## config.mk

```make
export PLATFORM = sky130hd
export DESIGN_NAME = seq_pattern_detector
export DESIGN_NICKNAME = d
export VERILOG_FILES = /design/src/rtl/seq_pattern_detector.sv
export SDC_FILE = /design/constraint.sdc
export NUM_CORES = 1
export LEC_CHECK = 0
export BUFFER_PORTS_ARGS = -buffer_cell sky130_fd_sc_hd__buf_2
export CORE_MARGIN = 4
export CORE_UTILIZATION = 34
export DETAILED_ROUTE_END_ITERATION = 6
export PLACE_DENSITY = 0.69
export SYNTH_ARGS = -nofsm -noshare
export SYNTH_HDL_FRONTEND = slang
export SYNTH_SLANG_ARGS = --single-unit
export TNS_END_PERCENT = 30
```

## constraint.sdc

```tcl
create_clock -name clk -period 1.1 [get_ports clk]
set_input_delay 0.11 -clock clk [delete_from_list [all_inputs] [get_ports clk]]
set_output_delay 0.11 -clock clk [all_outputs]
set_load 0.05 [all_outputs]
```

## src/rtl/seq_pattern_detector.sv

```systemverilog
// Parametrised serial pattern detector with runtime-loadable pattern and overlap mode.
// Optional saturating match counter enabled by defining SEQDET_COUNT_EN.
module seq_pattern_detector #(
   parameter int                 PAT_LEN = 3,
   parameter logic [PAT_LEN-1:0] PATTERN = 3'b101,
   parameter bit                 OVERLAP = 1'b1,
   parameter int                 CNT_W   = 8
) (
   input  logic                         clk,
   input  logic                         rst,
   input  logic                         x_valid,
   input  logic                         x,
   input  logic                         cfg_load,
   input  logic [PAT_LEN-1:0]           cfg_pattern,
   input  logic                         cfg_overlap,
   input  logic                         cnt_clr,
   output logic                         match,
   output logic [$clog2(PAT_LEN+1)-1:0] fill,
   output logic [CNT_W-1:0]             match_count
);

   localparam int                FILL_W = $clog2(PAT_LEN + 1);
   localparam logic [FILL_W-1:0] FULL   = FILL_W'(PAT_LEN);

   logic [PAT_LEN-1:0] r_hist;
   logic [FILL_W-1:0]  r_fill;
   logic [PAT_LEN-1:0] r_pat;
   logic               r_ovl;
   logic               r_match;

   logic [PAT_LEN-1:0] w_hist_n;
   logic [FILL_W-1:0]  w_fill_inc;
   logic [FILL_W-1:0]  w_fill_nxt;
   logic               w_hit;
   logic               w_match_n;

   // State register: fill is the FSM state (0 empty, 1..PAT_LEN-1 partial, PAT_LEN full)
   always_ff @(posedge clk) begin
      if (rst) begin
         r_hist  <= '0;
         r_fill  <= '0;
         r_pat   <= PATTERN;
         r_ovl   <= OVERLAP;
         r_match <= 1'b0;
      end else begin
         r_fill  <= w_fill_nxt;
         r_match <= w_match_n;
         if (cfg_load) begin
            r_pat <= cfg_pattern;
            r_ovl <= cfg_overlap;
         end else if (x_valid) begin
            r_hist <= w_hist_n;
         end
      end
   end

   // Next state; matching is gated by fill so stale history never produces a hit
   always_comb begin
      w_hist_n   = {r_hist[PAT_LEN-2:0], x};
      w_fill_inc = (r_fill == FULL) ? FULL : r_fill + FILL_W'(1);
      w_hit      = x_valid && !cfg_load && (w_fill_inc == FULL) && (w_hist_n == r_pat);
      w_fill_nxt = r_fill;
      if (cfg_load) begin
         w_fill_nxt = '0;
      end else if (x_valid) begin
         w_fill_nxt = (w_hit && !r_ovl) ? '0 : w_fill_inc;
      end
   end

   always_comb begin
      w_match_n = w_hit;
   end

   assign match = r_match;
   assign fill  = r_fill;

`ifdef SEQDET_COUNT_EN
   function automatic logic [CNT_W-1:0] sat_inc(input logic [CNT_W-1:0] v);
      return (&v) ? v : v + CNT_W'(1);
   endfunction

   logic [CNT_W-1:0] r_cnt;

   // A clear coinciding with a hit counts that hit
   always_ff @(posedge clk) begin
      if (rst) begin
         r_cnt <= '0;
      end else if (cnt_clr) begin
         r_cnt <= w_hit ? CNT_W'(1) : '0;
      end else if (w_hit) begin
         r_cnt <= sat_inc(r_cnt);
      end
   end

   assign match_count = r_cnt;
`else
   logic w_unused_cnt_clr;
   assign w_unused_cnt_clr = cnt_clr;
   assign match_count      = '0;
`endif

endmodule
```

==> flow_metrics.env <==
export IMPL_drtAntennaViolNets=0
export IMPL_clockRootBuffer="clkbuf_4"
export IMPL_num_rows=12
export IMPL_hold_depth=2
export IMPL_critPathTopFamily="simple AND/OR/NAND/NOR gates"
export IMPL_grt_most_used_layer="met2"
export IMPL_grt_antenna_before_repair=0
export IMPL_cts_hold_buffers=0
export IMPL_dp_hpwl_um=533
export IMPL_ys_seq_area_share_pct=40.2
export IMPL_syn_area_um2=448
export IMPL_clk_pin_slew_ns=0.05
export IMPL_vias=327
export IMPL_worst_path_stages=3
export IMPL_syn_area_per_cell_um2=9.74
export IMPL_finalHoldViolCount=0
export IMPL_area_growth_syn_to_layout_pct=27.7
export IMPL_die_w_um=44.3
export IMPL_status="finished, violations left"
export IMPL_grt_overflow_total=0
export IMPL_grt_pass1_wl_um=1280
export IMPL_utilization_pct=48.8
export IMPL_gp_congestion=0.644
export IMPL_cap_viol_max_count=0
export IMPL_cts_tree="yes"
export IMPL_h_tree_depth=1
export IMPL_die_h_um=44.3
export IMPL_grtUsageMet2_pct=14.5
export IMPL_rsz0062_at_grt="true"
export IMPL_core_um2=1170
export IMPL_critPathLaunchType="register"
export IMPL_worst_slack_ns=-0.00979
export IMPL_use_met3_pct=7.32
export IMPL_numPortBuffers=11
export IMPL_finalClockSkew_ns=0.00434
export IMPL_fin_crit_ns=1.11
export IMPL_clockBufferDepth=2
export IMPL_finalWirelength_um=766
export IMPL_drtIter0Drc=3
export IMPL_drv_slew=0
export IMPL_path_cells="xor2_2, nor4_4, a2111oi_4"
export IMPL_fin_hold_ws_ns=0.0560
export IMPL_syn_inst=46
export IMPL_diodes=0
export IMPL_routedWlPerCell_um=10.4
export IMPL_grt_max_degree=10
export IMPL_timing_hold_worst_class="in -> reg"
export IMPL_nFillCells=112
export IMPL_violations="setup timing"
export IMPL_nNetsFinal=71
export IMPL_p_leak_nw=0.245
export IMPL_setup_viol=1
export IMPL_ys_warn_count=0
export IMPL_crit_fanout=3
export IMPL_die_area_um2=1960
export IMPL_grt_pass1_vias=315
export IMPL_first_pass_iters=3
export IMPL_grt_use_met1_pct=10.3
export IMPL_timing_fmax_ghz=0.901
export IMPL_clkLatencyLatePin_ns=0.25
export IMPL_p_total_w=0.000751
export IMPL_drt_vias_per_instance=4.42
export IMPL_ys_ff_latch=9
export IMPL_reg2reg_depth=3
export IMPL_drive_gt1_share_pct=43.3
export IMPL_cp_arrival_ns=1.23
export IMPL_p_per_area_nw_per_um2=1310
export IMPL_io_pin_count=21
export IMPL_track_usage_pct=9.43
export IMPL_initial_core_util_pct=38.2
export IMPL_fin_crit_sh_pct=101
export IMPL_vdd_ir_drop_max_mv=0.870
export IMPL_synth_cell_types=15
export IMPL_slowest_delay_ns=0.39
export IMPL_cts_buffers=3
export IMPL_path_buf_inv=0
export IMPL_drc_errors=0
export IMPL_crit_path_top_delay_cell="nor4_4"
export IMPL_worstSetupPathType="reg -> reg"
export IMPL_end_kind="register"
export IMPL_clock_sinks=9
export IMPL_worstPathRequired_ns=1.22
==> cell usage in the layout, fill, tap and decap left out, drive strengths merged, types with 2 or more instances in the layout <==
master	instances
buf	13
dfxtp	9
conb	8
nor2b	6
nor2	4
clkbuf	4
xor2	3
mux2i	3
a211o	3
nand3b	2
a21oi	2
==> cell usage after synthesis, drive strengths merged <==
library cell  number  area (µm²)
buf                9        65.1
dfxtp              9         180
nor2b              6        37.5
nor2               4        15.0
a211o              3        26.3
mux2i              3        30.0
xor2               3        26.3
a21oi              2        10.0
nand3b             2        15.0
a2111oi            1        15.0
clkbuf             1        3.75
conb               1        3.75
nor4               1        12.5
o211ai             1        7.51
==> power breakdown <==
part / leakage (nW) / switching, W / internal (W)
combinational: 0.155 / 0.000111 / 0.0000443
sequential: 0.0751 / 0.0000123 / 0.000341
clock: 0.0150 / 0.000104 / 0.000139
==> flip-flops by register name (all words and copies together), names as in the netlist <==
name / flops
r_ovl: 1
match: 1
r_hist: 2
fill: 2
r_pat: 3
==> timing repair <==
item	4_1_cts	5_1_grt
endpoints found under the hold margin	0	0
resized for setup	7	1
setup buffers	1	0
cloned	0	0
endpoints found under the setup margin	1	3
pin swaps	3	0
==> logic make-up after synthesis <==
| family | after synthesis | share of synthesized area [%] |
|---|---|---|
| other cells | 1 | 0.837 |
| mux | 3 | 6.70 |
| simple gates | 13 | 17.9 |
| buf+inv | 10 | 15.4 |
| xor+xnor | 3 | 5.87 |
| compound gates | 7 | 13.1 |
| flops | 9 | 40.2 |
==> per-layer routing <==
layer	vias to the layer above	wire length (µm)	part of all wire, %
met2	17	372	49
met1	145	300	39
li1	165	-	-
met4	0	0	0
met3	0	93	12
met5	-	0	0
==> layout make-up <==
| class | instances | area [µm²] | area share, % |
|---|---|---|---|
| Multi-Input combinational cell | 34 | 269 | 47.0 |
| Sequential cell | 9 | 189 | 33.0 |
| Tap cell | 14 | 17.5 | 3.06 |
| Timing Repair Buffer | 13 | 70.1 | 12.3 |
| Clock buffer | 4 | 26.3 | 4.60 |
==> metrics by stage <==
stage	instances	worst slack, ns	instance area, µm²	TNS, ns
final	74	-0.00979	572	-0.00979
after floorplan	53	0.0662	479	0
after detailed placement	70	-0.00108	498	-0.00108
after global placement	70	-0.00998	498	-0.0101
after CTS	74	0.00730	571	0
after global routing	74	-0.0724	572	-0.186
==> worst paths after layout <==
kind                  start   endpoint  slack, ns
max                r_pat[0]    fill[1]      -0.01
min          cfg_pattern[0]   r_pat[0]       0.06
max reg2reg        r_pat[0]    fill[1]      -0.01
min reg2reg       r_hist[1]  r_hist[1]       0.52
No activity file was read; power rests on OpenSTA's default activity.
